==> src/rtl/pipeline_control.sv <==
// Pipeline sequencer: drives stage enables, flushes and bubbles, drains the
// pipeline on halt, bounds hazard stalls with a watchdog and keeps counters.
module pipeline_control #(
    parameter int STALL_LIMIT  = 8,
    parameter int DRAIN_CYCLES = 3
) (
    input  logic        clk,
    input  logic        reset,
    input  logic        start,
    input  logic        hazard_id,
    input  logic        branch_taken_ex,
    input  logic        jump_ex,
    input  logic        halt_id,
    output logic        pc_write,
    output logic        ifid_write,
    output logic        ifid_flush,
    output logic        idex_bubble,
    output logic        idex_flush,
    output logic        running,
    output logic        halted,
    output logic        stall_err,
    output logic [31:0] cycle_cnt,
    output logic [15:0] stall_cnt,
    output logic [15:0] flush_cnt
);

    localparam int SW = $clog2(STALL_LIMIT + 1);
    localparam int DW = $clog2(DRAIN_CYCLES + 1);

    typedef enum logic [2:0] {
        IDLE,
        RUN,
        STALL,
        DRAIN,
        HALTED
    } state_t;

    state_t        state, state_next;
    logic [SW-1:0] stall_run, stall_run_next, stall_run_inc;
    logic [DW-1:0] drain_cnt, drain_cnt_next;
    logic          inc_stall, inc_flush, trip;
    logic          redirect;

    assign redirect      = branch_taken_ex | jump_ex;
    assign stall_run_inc = stall_run + SW'(1);
    assign running       = (state == RUN) || (state == STALL) || (state == DRAIN);
    assign halted        = (state == HALTED);

    always_comb begin
        state_next     = state;
        stall_run_next = stall_run;
        drain_cnt_next = drain_cnt;
        pc_write       = 1'b0;
        ifid_write     = 1'b0;
        ifid_flush     = 1'b0;
        idex_bubble    = 1'b0;
        idex_flush     = 1'b0;
        inc_stall      = 1'b0;
        inc_flush      = 1'b0;
        trip           = 1'b0;
        case (state)
            IDLE: begin
                ifid_flush = 1'b1;
                idex_flush = 1'b1;
                if (start) state_next = RUN;
            end
            RUN, STALL: begin
                // A redirect discards the younger instruction, so it outranks hazard and halt.
                if (redirect) begin
                    pc_write       = 1'b1;
                    ifid_flush     = 1'b1;
                    idex_flush     = 1'b1;
                    inc_flush      = 1'b1;
                    stall_run_next = '0;
                    state_next     = RUN;
                end else if (hazard_id) begin
                    idex_bubble    = 1'b1;
                    inc_stall      = 1'b1;
                    stall_run_next = stall_run_inc;
                    if (stall_run_inc >= SW'(STALL_LIMIT)) begin
                        trip       = 1'b1;
                        state_next = HALTED;
                    end else begin
                        state_next = STALL;
                    end
                end else if (halt_id) begin
                    ifid_flush     = 1'b1;
                    drain_cnt_next = DW'(DRAIN_CYCLES);
                    stall_run_next = '0;
                    state_next     = DRAIN;
                end else begin
                    pc_write       = 1'b1;
                    ifid_write     = 1'b1;
                    stall_run_next = '0;
                    state_next     = RUN;
                end
            end
            DRAIN: begin
                ifid_flush     = 1'b1;
                drain_cnt_next = drain_cnt - DW'(1);
                if (drain_cnt <= DW'(1)) state_next = HALTED;
            end
            HALTED: begin
                ifid_flush = 1'b1;
                idex_flush = 1'b1;
            end
            default: state_next = IDLE;
        endcase
    end

    always_ff @(posedge clk or negedge reset) begin
        if (!reset) begin
            state     <= IDLE;
            stall_run <= '0;
            drain_cnt <= '0;
            stall_err <= 1'b0;
        end else begin
            state     <= state_next;
            stall_run <= stall_run_next;
            drain_cnt <= drain_cnt_next;
            if (trip) stall_err <= 1'b1;
        end
    end

    // All counters saturate rather than wrap.
    always_ff @(posedge clk or negedge reset) begin
        if (!reset) begin
            cycle_cnt <= '0;
            stall_cnt <= '0;
            flush_cnt <= '0;
        end else begin
            if (running && cycle_cnt != '1) cycle_cnt <= cycle_cnt + 32'd1;
            if (inc_stall && stall_cnt != '1) stall_cnt <= stall_cnt + 16'd1;
            if (inc_flush && flush_cnt != '1) flush_cnt <= flush_cnt + 16'd1;
        end
    end

endmodule

==> config.mk <==
export PLATFORM = sky130hd
export DESIGN_NAME = pipeline_control
export DESIGN_NICKNAME = d
export VERILOG_FILES = /design/src/rtl/pipeline_control.sv
export SDC_FILE = /design/constraint.sdc
export NUM_CORES = 1
export LEC_CHECK = 0
export ABC_AREA = 1
export CORE_MARGIN = 2
export CORE_UTILIZATION = 47
export CTS_BUF_LIST = sky130_fd_sc_hd__clkbuf_2 sky130_fd_sc_hd__clkbuf_4 sky130_fd_sc_hd__clkbuf_8
export CTS_CLUSTER_DIAMETER = 50
export CTS_CLUSTER_SIZE = 16
export DETAILED_ROUTE_END_ITERATION = 12
export GPL_TIMING_DRIVEN = 1
export MAX_ROUTING_LAYER = met4
export PLACE_DENSITY = 0.72
export SLEW_MARGIN = 15
export SYNTH_ARGS = -nofsm -noshare
export SYNTH_HDL_FRONTEND = slang
export SYNTH_SLANG_ARGS = --single-unit
==> constraint.sdc <==
create_clock -name clk -period 3 [get_ports clk]
set_input_delay 0.6 -clock clk [delete_from_list [all_inputs] [get_ports clk]]
set_output_delay 0.6 -clock clk [all_outputs]
set_load 0.005 [all_outputs]
==> reports/results.tsv, run 1 <==
metric	value	unit
Clock Power Share	27.1	%
proportion of synthesized chip area in sequential cells	39.57	%
Buffers on Ports	78	
Net Sw Frac	37.80	%
grt total ovfl	0	
final setup violation count	0	
relative slew slack	38.61	%
drt wl/cell	12.09	um
CTS root buffer	clkbuf_8	
total power	3.416	mW
Final ANT Viol Nets	0	
Final min period	2.640	ns
capturing point of the worst reg2reg path	stall_cnt[2]$_DFFE_PN0P_	
clk buf depth	2	
Top FF cell, synth	dfrtp_1	
number of DRC markers in iteration 0	167	
Starting Density	48.10	%
Fmax achieved	0.3789	GHz
Cells after Synth	683	
number of max-slew violations in the final report	0	
Fin. Hold Viols	0	
Post-synth top cells	314 x nand2_1, 81 x nor2_1, 74 x dfrtp_1	
proportion of layout cells with a drive suffix above 1	5.859	%
Die W	103.8	um
hold buffers post-CTS	0	
crit path DAT	2.04	ns
P_sw	1.291	mW
number of antenna violations at the first check in global routing	0	
register-to-register path setup slack	1.03	ns
crit end category	output port	
Yosys reg bits	74	
Int Pwr	2.124	mW
Worst Path Max Fanout	4	
crit path kind	input port to output port	
Reg clk slew, reported paths	0.08	ns
synth top area cells	dfrtp_1 40%, nand2_1 25%, nor2_1 6.5%, inv_1 4.6%, xnor2_1 4.1%	
worst min-delay path class	input port to asynchronous set/reset pin	
Sequential Power Share	37.3	%
FF-to-FF Start	stall_cnt[0]$_DFFE_PN0P_	
Yosys warnings	0	
RSZ-0062 raised after global routing	false	
GRT Total Usage	21.64	%
first-pass GRT wire length	18860	um
ant diodes	0	
most frequent cell after synthesis	nand2_1	
P&R area growth vs syn	23.42	%
mean number of vias per cell	4.917	
Leak Pwr	2.670	nW
post-placement cell area	0.005539	sq mm
via count	4430	
CP startpoint kind	input port	
dpl hpwl	7922	um
max cap viols	0	
Die Span Y	103.8	um
TNS Setup	0	ns
Clock Latency Late Sink	0.36	ns
post-cts resize count	0	
fraction of registers with async set/reset	100.0	%
number of synthesized flops with an enable pin	0	
vias in the first global route	4295	
fin nets	775	
synthesized area per cell	6.851	sq um
post-CTS setup buffers	0	
PD cells	591.4	mW/mm^2
drc violations	0	
Worst R2R Path Depth	6	
status	complete, no violations	
syn nets	695	
Total Wirelength	10900	um
final worst-path cycle share	87.98	%
combinational share of power	35.6	%
CTS tree	done	
Core Region	0.009729	sq mm
clock skew	0.01129	ns
final instance area	0.005776	sq mm
synthesized cell area	0.004679	sq mm
htree depth	3	
Top-Level Pins	79	
Final Wtd Congestion	0.8940	
clk sinks	74	
largest net degree at the start of global routing	75	
row count	36	
Synth area leader	dfrtp_1	
Fillers	923	
post-synth top area share	39.57	%
Least-Margin Pin Slew	0.9208	ns
Netlist cell types	32	
CTS buffer count	9	
Die Area	0.01077	sq mm
DRT Pass-1 Iters	4	
required time worst endpoint	2.40	ns
Peak supply drop	0.7300	mV
==> cell usage in the layout, fill, tap and decap left out, drive strengths merged <==
cell type and n:
xnor2 22, a21oi 6, xor2 13, nand3b 1, nor2 91, a22o 1
a31oi 1, or2 1, ha 5, nand4 12, o21ai 19, bufinv 2
buf 2, clkinv 1, clkbuf 11, clkinvlp 1, nor3 7, dfrtp 74
nand2 324, o22ai 1, inv 61, mux2i 1, clkdlybuf4s50 77, nand3 34
==> how the worst max path moves through the flow <==
| stage | endpoint | start |
|---|---|---|
| 2_1_floorplan | ifid_flush | state[1]$_DFFE_PN0P_ |
| 5_1_grt | ifid_write | jump_ex |
| 6_report | ifid_write | jump_ex |
| 4_1_cts | ifid_write | jump_ex |
| 3_3_place_gp | ifid_write | jump_ex |
| 3_5_place_dp | ifid_write | jump_ex |
==> cell type report <==
type                       count  area, sq um  area share [%]
clock buffer                  11        151.4           2.621
clock inverter                 5        85.08           1.473
multi-input combinational    539         2507           43.41
tap                          133        166.4           2.881
timing repair buffer          79        785.8           13.60
inverter                      60        227.7           3.943
sequential                    74         1852           32.06
==> registers in the layout (all words and copies together) (netlist names) <==
name and flops:
stall_cnt 16, flush_cnt 16, stall_run 4, cycle_cnt 32, stall_err 1, state 3
drain_cnt 2
==> critical path, stage by stage <==
cell,delay (ns)
clkdlybuf4s50_1,0.41
nor2_1,0.21
nand2_2,0.13
nor3_1,0.15
clkdlybuf4s50_1,0.53
==> through the flow <==
| stage | util, % | instances | setup WS (ns) | hold WS, ns |
|---|---|---|---|---|
| after floorplan | - | 683 | 1.247 | 0.3044 |
| after global placement | 56.93 | 885 | 0.4173 | 0.4661 |
| after detailed placement | 56.93 | 885 | 0.3737 | 0.4571 |
| after CTS | 59.36 | 901 | 0.3503 | 0.4275 |
| after global routing | 59.36 | 901 | 0.2844 | 0.4761 |
| final | 59.36 | 901 | 0.3605 | 0.3766 |
==> cells by family (layout without fill, tap and decap cells) <==
family                     after synthesis  after routing  synth area share [%]
AOI/OAI and AO/OA                       28             28                 3.289
DFF                                     74             74                 39.57
adders and majority gates                5              5                 1.337
muxes                                    1              1                0.2139
buffers and inverters                   70            155                 6.845
and+or+nand+nor                        470            470                 42.19
xor gates and xnor gates                35             35                 6.551
==> metal layers <==
layer  up-vias  share of wire [%]  GRT usage, %
met2        98                 48         36.23
li1       2265                  -             -
met5         -                  0             -
met3        15                4.7         3.524
met4         0                1.7         8.494
met1      2052                 45         26.29
==> power by group through the flow <==
| stage | Sequential [mW] | Combinational, mW | Clock, mW |
|---|---|---|---|
| after floorplan | 1.27 | 0.882 | 0 |
| after global routing | 1.30 | 1.37 | 0.978 |
| after detailed placement | 1.29 | 1.23 | 0 |
| final | 1.27 | 1.21 | 0.927 |
| after global placement | 1.29 | 1.20 | 0 |
| after CTS | 1.28 | 1.24 | 0.940 |
Note: power is estimated with default switching activity, not from simulation.
==> run 2: changes to the inputs <==
Settings changed: SLEW_MARGIN 15 to not set.
==> results of run 2 <==
Final layout, timing and power as in run 1 (identical DEF).
==> edit (config.mk and constraints of run 1) <==
Change the parameter `DRAIN_CYCLES` from 3 to 6.
--- a/src/rtl/pipeline_control.sv
+++ b/src/rtl/pipeline_control.sv
@@ -3,5 +3,5 @@
 module pipeline_control #(
     parameter int STALL_LIMIT  = 8,
-    parameter int DRAIN_CYCLES = 3
+    parameter int DRAIN_CYCLES = 6
 ) (
     input  logic        clk,
Function: changed (Yosys sat finds a counterexample within 10 cycles, from zero or initial values and one cycle with reset low).
==> edit against run 1 <==
Area after synthesis up 1.0%. Total power up 14%. Cell area up 1.6%. Sequential cell count up 1. Sequential share of layout area down 0.080 points. Synthesized cell count up 2.6%. Global-route usage up 1.1 points. Sequential power up 13%. First-iteration DRC count up 23%. Final cell count up 2.1%. Worst setup slack worse by 0.080 ns. Routed wire length up 3.7%.
==> edit: results (changes against run 1) <==
placement:
  dp_hpwl_mm: 8.35  # +5.4%
  place_congestion: 0.880  # -1.5%
  post-place-ws_ns: 0.279  # -0.0951 ns
sta:
  clock_skew_ns: 0.0114  # +0.0000725 ns
  min_period_ns: 2.72  # +0.0801 ns
  max-slew-margin-rel_pct: 37.9  # -0.71 points
  holdWs_ns: 0.382  # +0.00543 ns
critical_path:
  rrSetupSlack_ns: 0.84  # -0.19 ns
  worstReg2RegEnd: "cycle_cnt[10]"
  reg2regPathDepth: 10  # +4
  crit_start: "branch_taken_ex"
  r2r-start: "cycle_cnt[0]"
  arrival_ns: 2.12  # +0.08 ns
  max_stage_delay_ns: 0.53  # about the same
  crit_path_top_delay_cell: "clkdlybuf4s50_1"
  critPathCapture: "idex_bubble"
cts:
  h-tree-depth: 3  # unchanged
  cts_buffer_depth: 2  # unchanged
run_status:
  status: "complete, no violations"
logic_synthesis:
  yosys-top-cells-area: "dfrtp_1, nand2_1, nor2_1"
  ys_warn_count: 0  # unchanged
  synth_cell_types: 27  # -16%
  synth-seq-area-share_pct: 39.7  # +0.12 points
  syn-num-nets: 714  # +2.7%
  synthTopCellsByCount: "nand2_1, nor2_1, dfrtp_1"
global_routing:
  grt_pass1_wl_mm: 19.9  # +5.7%
  grt_max_degree: 76  # +1.3%
  grt_pass1_vias: 4448  # +3.6%
  grt_use_total_pct: 22.7  # +1.1 points
  antenna_found_initial: 0  # unchanged
drt:
  drt-pass1-iter-count: 5  # +1
  wl_per_cell_um: 12.3  # +1.6%
  drt_iter0_markers: 206  # +23%
  vias_per_cell: 4.96  # +0.79%
pwr:
  ir_drop_uv: 564  # -23%
  power_switching_mw: 1.48  # +15%
  leakage_nw: 2.75  # +3.1%
finish:
  layout-drive-gt1-share_pct: 4.57  # -1.3 points
  fillerInstances: 917  # -0.65%
  top_register: "cycle_cnt"
  fin_nets: 795  # +2.6%
==> edit: changes by cell type after synthesis, moves of 4 or more <==
cell,run 1,this run
buf_4,2,6
buf_6,6,2
inv_1,57,71
nand3_1,33,37
o21ai_0,18,24
xnor2_1,22,15
xor2_1,13,18
==> edit: layout make-up <==
cell class / count / area (um^2) / share of cell area (%)
Tap cell: 133 / 166 / 2.84
Clock inverter: 4 / 95.1 / 1.62
Timing Repair Buffer: 79 / 786 / 13.4
Multi-Input combinational cell: 543 / 2500 / 42.6
Sequential cell: 75 / 1880 / 32.0
Clock buffer: 12 / 165 / 2.81
Inverter: 74 / 278 / 4.73
==> edit: power by group through the flow <==
stage | sequential (mW) | clock, mW | combinational [mW]
finish | 1.44 | 1.01 | 1.46
global route | 1.48 | 1.07 | 1.66
CTS | 1.44 | 1.03 | 1.48
detailed placement | 1.46 | 0 | 1.47
global placement | 1.45 | 0 | 1.44
floorplan | 1.41 | 0 | 0.969
==> edit: cell families after synthesis <==
kind of cell	synth area share, %
adder cells (fa/ha/maj)	1.59
AND/OR/NAND/NOR	41.4
XOR/XNOR	6.11
buffers and inverters	7.41
AO/OA/AOI/OAI	3.84
flip-flops	39.7
==> edit: layer usage <==
metal	share of wire [%]	GRT usage (%)	vias to the layer above
met5	0	-	-
met4	2.5	9.94	0
met3	3.8	3.26	26
met2	48	37.5	105
met1	45	27.8	2104
li1	-	-	2324
==> edit: per-stage QoR <==
step	instances	total power [mW]	instance area, um^2
2_1_floorplan	701	2.38	4730
3_3_place_gp	904	2.89	5610
3_5_place_dp	904	2.93	5610
4_1_cts	920	3.94	5870
5_1_grt	920	4.21	5870
6_report	920	3.91	5870
